File: src/rtl/freq_scheduler_if.sv
// Keyboard-side note handshake into the frequency scheduler.
// Latency: none, wires only.
// Backpressure: key_ready low means a key_valid strobe is discarded, not held.
interface freq_scheduler_if;
    logic       key_valid;
    logic [4:0] key_id1;
    logic [4:0] key_id2;
    logic       key_ready;

    modport master (output key_valid, key_id1, key_id2, input key_ready);
    modport slave  (input key_valid, key_id1, key_id2, output key_ready);
endinterface

File: src/rtl/freq_scheduler.sv
// Sequences normalised, de-duplicated note pairs into the physics frequency inputs with vsync-frame holdoff.
// Latency: key strobe to new_f_in pulse is 2 clocks when idle; then HOLD_FRAMES vsync falls before the next.
// Backpressure: key_ready drops when the queue is full or a restart is in progress; strobes then pulse dropped.
module freq_scheduler #(
    parameter int DEPTH       = 4,
    parameter int LOG         = 2,
    parameter int HOLD_FRAMES = 2
) (
    input  logic             clock,
    input  logic             reset,
    input  logic             vsync,
    input  logic             restart,
    freq_scheduler_if.slave  key,
    output logic [4:0]       freq_id1,
    output logic [4:0]       freq_id2,
    output logic             new_f_in,
    output logic             r_offset,
    output logic             busy,
    output logic [LOG:0]     fifo_count,
    output logic             dropped
);
    typedef enum logic [2:0] {IDLE, ISSUE, HOLD, RESTART, FLAT} state_t;

    localparam logic [LOG:0] DEPTH_C = (LOG + 1)'(DEPTH);
    localparam logic [9:0]   NONE_PAIR = {5'd31, 5'd31};

    state_t         state, state_nxt;
    logic [2:0]     vs_sync;
    logic           vsync_fall;
    logic [3:0]     hold_cnt;
    logic           restart_pend, restart_any, enter_restart;
    logic [9:0]     norm_pair, last_pair;
    logic           dup, ready, push, pop, drop_now;
    logic [LOG-1:0] wr_ptr, rd_ptr;
    logic [9:0]     mem [DEPTH];

    // Map out-of-range ids to "none" and keep a lone note in the first slot.
    function automatic logic [9:0] normalise(input logic [4:0] a, input logic [4:0] b);
        logic [4:0] x, y;
        x = (a >= 5'd25) ? 5'd31 : a;
        y = (b >= 5'd25) ? 5'd31 : b;
        if (x == 5'd31 && y != 5'd31) return {y, x};
        return {x, y};
    endfunction

    assign vsync_fall  = vs_sync[2] & ~vs_sync[1];
    assign restart_any = restart | restart_pend;
    assign norm_pair   = normalise(key.key_id1, key.key_id2);
    assign dup         = (norm_pair == last_pair);
    assign ready       = (fifo_count < DEPTH_C) && (state != RESTART);
    assign key.key_ready = ready;
    assign enter_restart = (state_nxt == RESTART) && (state != RESTART);
    assign push        = key.key_valid & ready & ~enter_restart & ~dup;
    assign drop_now    = key.key_valid & (~ready | enter_restart);
    assign new_f_in    = (state == ISSUE) || (state == FLAT);
    assign busy        = (state != IDLE);

    // Two-flop vsync synchroniser plus one history flop for the falling-edge detect; idles high.
    always_ff @(posedge clock or negedge reset) begin
        if (!reset) vs_sync <= 3'b111;
        else        vs_sync <= {vs_sync[1:0], vsync};
    end

    // Next-state decode; restart wins over queued work and aborts a holdoff.
    always_comb begin
        state_nxt = state;
        pop       = 1'b0;
        case (state)
            IDLE: begin
                if (restart_any)          state_nxt = RESTART;
                else if (fifo_count != 0) state_nxt = ISSUE;
            end
            ISSUE: begin
                pop       = 1'b1;
                state_nxt = HOLD;
            end
            HOLD: begin
                if (restart_any)                         state_nxt = RESTART;
                else if (vsync_fall && hold_cnt <= 4'd1) state_nxt = IDLE;
            end
            RESTART: begin
                if (vsync_fall && hold_cnt <= 4'd1) state_nxt = FLAT;
            end
            FLAT:    state_nxt = HOLD;
            default: state_nxt = IDLE;
        endcase
    end

    // Control registers: state, frame counter, restart latch and the physics-facing outputs.
    always_ff @(posedge clock or negedge reset) begin
        if (!reset) begin
            state        <= IDLE;
            hold_cnt     <= 4'd0;
            restart_pend <= 1'b0;
            r_offset     <= 1'b0;
            freq_id1     <= 5'd31;
            freq_id2     <= 5'd31;
            dropped      <= 1'b0;
            last_pair    <= NONE_PAIR;
        end else begin
            state   <= state_nxt;
            dropped <= drop_now;

            // A strobe seen while issuing is remembered until HOLD can act on it.
            if (enter_restart || state == RESTART) restart_pend <= 1'b0;
            else if (restart)                      restart_pend <= 1'b1;

            // The same counter times the holdoff and the two-frame offset reset.
            if (enter_restart)                             hold_cnt <= 4'd2;
            else if (state == ISSUE || state == FLAT)      hold_cnt <= 4'(HOLD_FRAMES);
            else if ((state == HOLD || state == RESTART) && vsync_fall && hold_cnt != 4'd0)
                hold_cnt <= hold_cnt - 4'd1;

            if (enter_restart)                                 r_offset <= 1'b1;
            else if (state == RESTART && state_nxt == FLAT)    r_offset <= 1'b0;

            if (state == IDLE && state_nxt == ISSUE) begin
                {freq_id1, freq_id2} <= mem[rd_ptr];
            end else if (state == RESTART && state_nxt == FLAT) begin
                freq_id1 <= 5'd31;
                freq_id2 <= 5'd31;
            end

            if (enter_restart) last_pair <= NONE_PAIR;
            else if (push)     last_pair <= norm_pair;
        end
    end

    // Queue pointers and occupancy; a restart flushes everything in one cycle.
    always_ff @(posedge clock or negedge reset) begin
        if (!reset) begin
            wr_ptr     <= '0;
            rd_ptr     <= '0;
            fifo_count <= '0;
        end else if (enter_restart) begin
            wr_ptr     <= '0;
            rd_ptr     <= '0;
            fifo_count <= '0;
        end else begin
            if (push) wr_ptr <= wr_ptr + 1'b1;
            if (pop)  rd_ptr <= rd_ptr + 1'b1;
            case ({push, pop})
                2'b10:   fifo_count <= fifo_count + 1'b1;
                2'b01:   fifo_count <= fifo_count - 1'b1;
                default: fifo_count <= fifo_count;
            endcase
        end
    end

    // Queue storage; contents are don't-care until written, so no reset.
    always_ff @(posedge clock) begin
        if (push) mem[wr_ptr] <= norm_pair;
    end
endmodule

File: src/flat_wrapper.sv
// flat-port wrapper written by rule: the top's interface ports become plain ports
module freq_scheduler_flat 
#(
    parameter int DEPTH       = 4,
    parameter int LOG         = 2,
    parameter int HOLD_FRAMES = 2
)
  (clock, reset, vsync, restart, freq_id1, freq_id2, new_f_in, r_offset, busy, fifo_count, dropped, key_key_valid, key_key_id1, key_key_id2, key_key_ready);
  freq_scheduler_if key_i ();
  input  logic clock;
  input  logic reset;
  input  logic vsync;
  input  logic restart;
  output logic [4:0] freq_id1;
  output logic [4:0] freq_id2;
  output logic new_f_in;
  output logic r_offset;
  output logic busy;
  output logic [LOG:0] fifo_count;
  output logic dropped;
  input wire logic [$bits(key_i.key_valid)-1:0] key_key_valid;
  input wire logic [$bits(key_i.key_id1)-1:0] key_key_id1;
  input wire logic [$bits(key_i.key_id2)-1:0] key_key_id2;
  output wire logic [$bits(key_i.key_ready)-1:0] key_key_ready;
  assign key_i.key_valid = key_key_valid;
  assign key_i.key_id1 = key_key_id1;
  assign key_i.key_id2 = key_key_id2;
  assign key_key_ready = key_i.key_ready;
  freq_scheduler #(.DEPTH(DEPTH), .LOG(LOG), .HOLD_FRAMES(HOLD_FRAMES)) u_core (.clock(clock), .reset(reset), .vsync(vsync), .restart(restart), .key(key_i), .freq_id1(freq_id1), .freq_id2(freq_id2), .new_f_in(new_f_in), .r_offset(r_offset), .busy(busy), .fifo_count(fifo_count), .dropped(dropped));
endmodule
File: config.mk
export PLATFORM = sky130hd
export DESIGN_NAME = freq_scheduler_flat
export DESIGN_NICKNAME = d
export VERILOG_FILES = /design/src/rtl/freq_scheduler_if.sv /design/src/rtl/freq_scheduler.sv /design/src/flat_wrapper.sv
export SDC_FILE = /design/constraint.sdc
export NUM_CORES = 1
export LEC_CHECK = 0
export CAP_MARGIN = 10
export CORE_UTILIZATION = 30
export CTS_CLUSTER_SIZE = 25
export DETAILED_ROUTE_END_ITERATION = 10
export SLEW_MARGIN = 20
export SYNTH_ARGS = -nofsm -noshare
export SYNTH_HDL_FRONTEND = slang
export SYNTH_SLANG_ARGS = --single-unit
File: constraint.sdc
create_clock -name clock -period 3.3 [get_ports clock]
set_input_delay 0.99 -clock clock [delete_from_list [all_inputs] [get_ports clock]]
set_output_delay 0.99 -clock clock [all_outputs]
set_load 0.05 [all_outputs]
==> summary.md <==
| Metric | Value |
|---|---|
| Outcome | finished clean |
| Core outline area | 12100 um2 |
| Design Power | 4280 uW |
| Routed Antenna Nets | 0 |
| Critical path origin | key_key_id1[2] |
| Die X | 114 um |
| Pre-CTS setup slack | -0.573 ns |
| RSZ-0062 raised after global routing | false |
| Peak Freq | 313 MHz |
| Hold Fails Final Rpt | 0 |
| ANT cells | 0 |
| Critical-path cell list | buf_6 > o311a_4 > or3_4 > xnor2_2 > o2111ai_1 > o31a_1 > inv_6 > ha_4 > fa_2 > xnor2_2 > or3_1 > a21oi_2 |
| Commonest non-fill, non-tap cell in the layout | nor2_1 |
| Worst path bufs/invs | 2 |
| Full die area | 13000 um2 |
| WL/cell | 13.8 um |
| Worst skew pair latency | 0.33 ns |
| Async SR Flop Fraction | 50.0% |
| Sw frac | 34.7% |
| IO Count | 33 |
| Yosys top cell area share | 31.9% |
| Tmin final | 3.20 ns |
| Worst hold start | u_core.vs_sync[0]$_DFF_PN1_ |
| Reg2reg start | u_core.last_pair[4]$_DFFE_PN1P_ |
| Yosys top cell by area | edfxtp_1 |
| Routed vias | 2504 |
| Final worst-path cycle share | 96.9% |
| Clock Power Share | 26.3% |
| Syn avg cell area | 12.5 um2 |
| IO Port Bufs | 32 |
| Clock Path Buffers | 2 |
| Worst r2r dst | u_core.fifo_count[2]$_DFFE_PN0P_ |
| Final net count | 388 |
| CP peak stage delay | 0.40 ns |
| CTS tree | done |
| Final count of negative-setup-slack endpoints | 0 |
| R2R setup slack | 0.75 ns |
| Internal power | 2790 uW |
| Cell family with most CP delay | compound AO/OA/AOI/OAI gates |
| Synth Net Count | 326 |
| Die span in y | 114 um |
| Layout area overhead | 29.7% |
| Num rows | 40 |
| Grt ovf | 0 |
| Worst Slack Setup Final | 0.103 ns |
| First-pass GRT wire length | 12300 um |
| Dominant synthesized flop cell | edfxtp_1 |
| CP max FO | 5 |
| Final Wtd Congestion | 0.787 |
| Min-Delay Endpoint | u_core.vs_sync[1]$_DFF_PN1_ |
| Final HPWL from detailed placement | 5320 um |
| Pleak | 0.00193 uW |
| Count of cell types in the netlist | 49 |
| Synthesis Warnings | 0 |
| Worst ir drop on vdd | 0.000322 V |
| Clock Tree Root | clkbuf_16 |
| Slew of the pin with the lowest slew margin | 0.971 ns |
| Multi-input combinational cell area | 1470 um2 |
| Class of the worst hold path | register to register |
| Post-Route WL | 7390 um |
| Most used cell along the critical path | xnor2_2 |
| Clock Sinks | 80 |
| Worst Clk Skew | 0.00635 ns |
| Crit path DAT | 3.46 ns |
| CP max-delay cell | or3_4 |
| Initial core utilization | 31.1% |
| Fillers | 1182 |
| Required @ worst endpoint | 3.56 ns |
| Worst-path clk slew | 0.06 ns |
| #FFs+latches synth | 80 |
| Combinational Power Share | 35.4% |
| Slew headroom | 35.1% |
| Post-synthesis sequential area ratio | 59.2% |
| Max Cap Viol | 0 |
| Reg area | 2230 um2 |
| Slew Limit Fails | 0 |
| Most frequent cells in the layout | nor2_1 (42), edfxtp_1 (40), buf_4 (33) |
| P_sw | 1490 uW |
| Share of cells above drive strength 1 | 29.5% |
| Via density | 4.66 |
| Crit start category | input port |
| Pwr dens | 875 nW/um2 |
| Type of the worst setup path | input port to register |
| DR DRC count | 0 |
| CTS buffer count | 9 |
| Number of synthesized flops with an enable pin | 40 |
| Main area contributors after synthesis | edfxtp_1 (32%), dfstp_2 (16%), dfrtp_1 (11%) |
| Mapped Cells | 302 |
| Crit path capture type | register |
| Flop pwr share | 38.3% |
| Hold Crit Depth | 0 |
| Largest net degree at the start of global routing | 41 |
| Worst reg2reg path depth | 11 |
| Vias in the first global route | 2442 |
| Initial antenna violation count | 0 |
| Mapped cell area | 3770 um2 |
| Max H-tree Level | 3 |
| Detailed Route Iter0 Violations | 111 |
| Total track usage | 12.2% |
| Drt first pass iters | 4 |
## sequential cells by signal (all words and copies together) (netlist names), 2 cells and up
name / flops
u_core.freq_id1: 5
u_core.fifo_count: 3
u_core.freq_id2: 5
u_core.wr_ptr: 2
u_core.vs_sync: 3
u_core.hold_cnt: 4
u_core.mem: 40
u_core.rd_ptr: 2
u_core.last_pair: 10
u_core.state: 3
## stage by stage
step	area (um2)	cells	util [%]	hold WS [ns]	TNS, ns
after CTS	4870	537	40.2	0.356	-0.000314
after detailed placement	4490	519	37.1	0.348	-21.62
after global placement	4490	519	37.1	0.350	-19.68
after floorplan	3800	302	-	0.345	-0.191
final	4890	537	40.4	0.355	0
after global routing	4890	537	40.4	0.362	0
## metal layers
layer	up-vias	GRT usage (%)	routed length, um
met5	-	0	0
met4	0	3.90	76
met3	7	2.59	222
met2	44	19.0	3430
met1	1239	16.9	3660
li1	1214	-	-
## cells in the mapped netlist, drive strengths merged (2+ instances only)
master and instances:
nand3b 3, nand2b 3, mux2i 9, buf 6, inv 11, ha 8, nor2 42, o32a 2
edfxtp 40, nor3 9, dfstp 23, xor2 6, clkbuf 10, o21a 2, a221oi 2, or2 5
dfrtp 17, nand2 23, or4 2, o211ai 3, and2b 2, a21oi 15, o211a 7, xnor2 7
and2 4, or3 5, mux4 10, o21ai 10, o31a 2
## cells by family (layout without fill, tap and decap cells)
logic type               Yosys count  count (layout)  synth area share [%]
buffers and inverters             27              94                  3.29
XOR/XNOR                          13              13                  3.22
adder cells (fa/ha/maj)            9               9                  3.19
AO/OA/AOI/OAI                     54              54                  10.4
flip-flops                        80              80                  59.2
AND/OR/NAND/NOR                  100             100                  12.4
multiplexers                      19              19                  8.37
## worst max path at each step
| stage | end | slack, ns | depth (start not counted) |
|---|---|---|---|
| floorplan | u_core.fifo_count[2]$_DFFE_PN0P_ | -0.11 | 13 |
| global placement | u_core.fifo_count[2]$_DFFE_PN0P_ | -0.53 | 12 |
| detailed placement | u_core.fifo_count[2]$_DFFE_PN0P_ | -0.57 | 12 |
| CTS | u_core.fifo_count[2]$_DFFE_PN0P_ | -0.0003 | 12 |
| global route | u_core.fifo_count[2]$_DFFE_PN0P_ | 0.04 | 12 |
| finish | u_core.fifo_count[2]$_DFFE_PN0P_ | 0.10 | 12 |
## power groups by stage
stage | Clock (uW) | Combinational, uW | Sequential [uW]
global route | 1190 | 1660 | 1680
CTS | 1140 | 1530 | 1640
floorplan | 0 | 873 | 1820
finish | 1130 | 1520 | 1640
global placement | 0 | 1480 | 1650
detailed placement | 0 | 1500 | 1660
## area by class of cell
cell class / count / share of cell area (%)
Clock buffer: 9 / 4.61
Clock inverter: 7 / 2.43
Inverter: 11 / 0.947
Multi-Input combinational cell: 195 / 30.1
Sequential cell: 80 / 45.6
Tap cell: 168 / 4.30
Timing Repair Buffer: 67 / 12.0
## what timing repair did
| action | CTS | global route |
|---|---|---|
| setup endpoints to repair | 42 | 1 |
| gates cloned | 0 | 0 |
| resized for setup | 35 | 5 |
| buffers inserted | 2 | 0 |
| hold buffers | 0 | 0 |
| pin swaps | 13 | 7 |
Note: power is estimated with default switching activity, not from simulation.
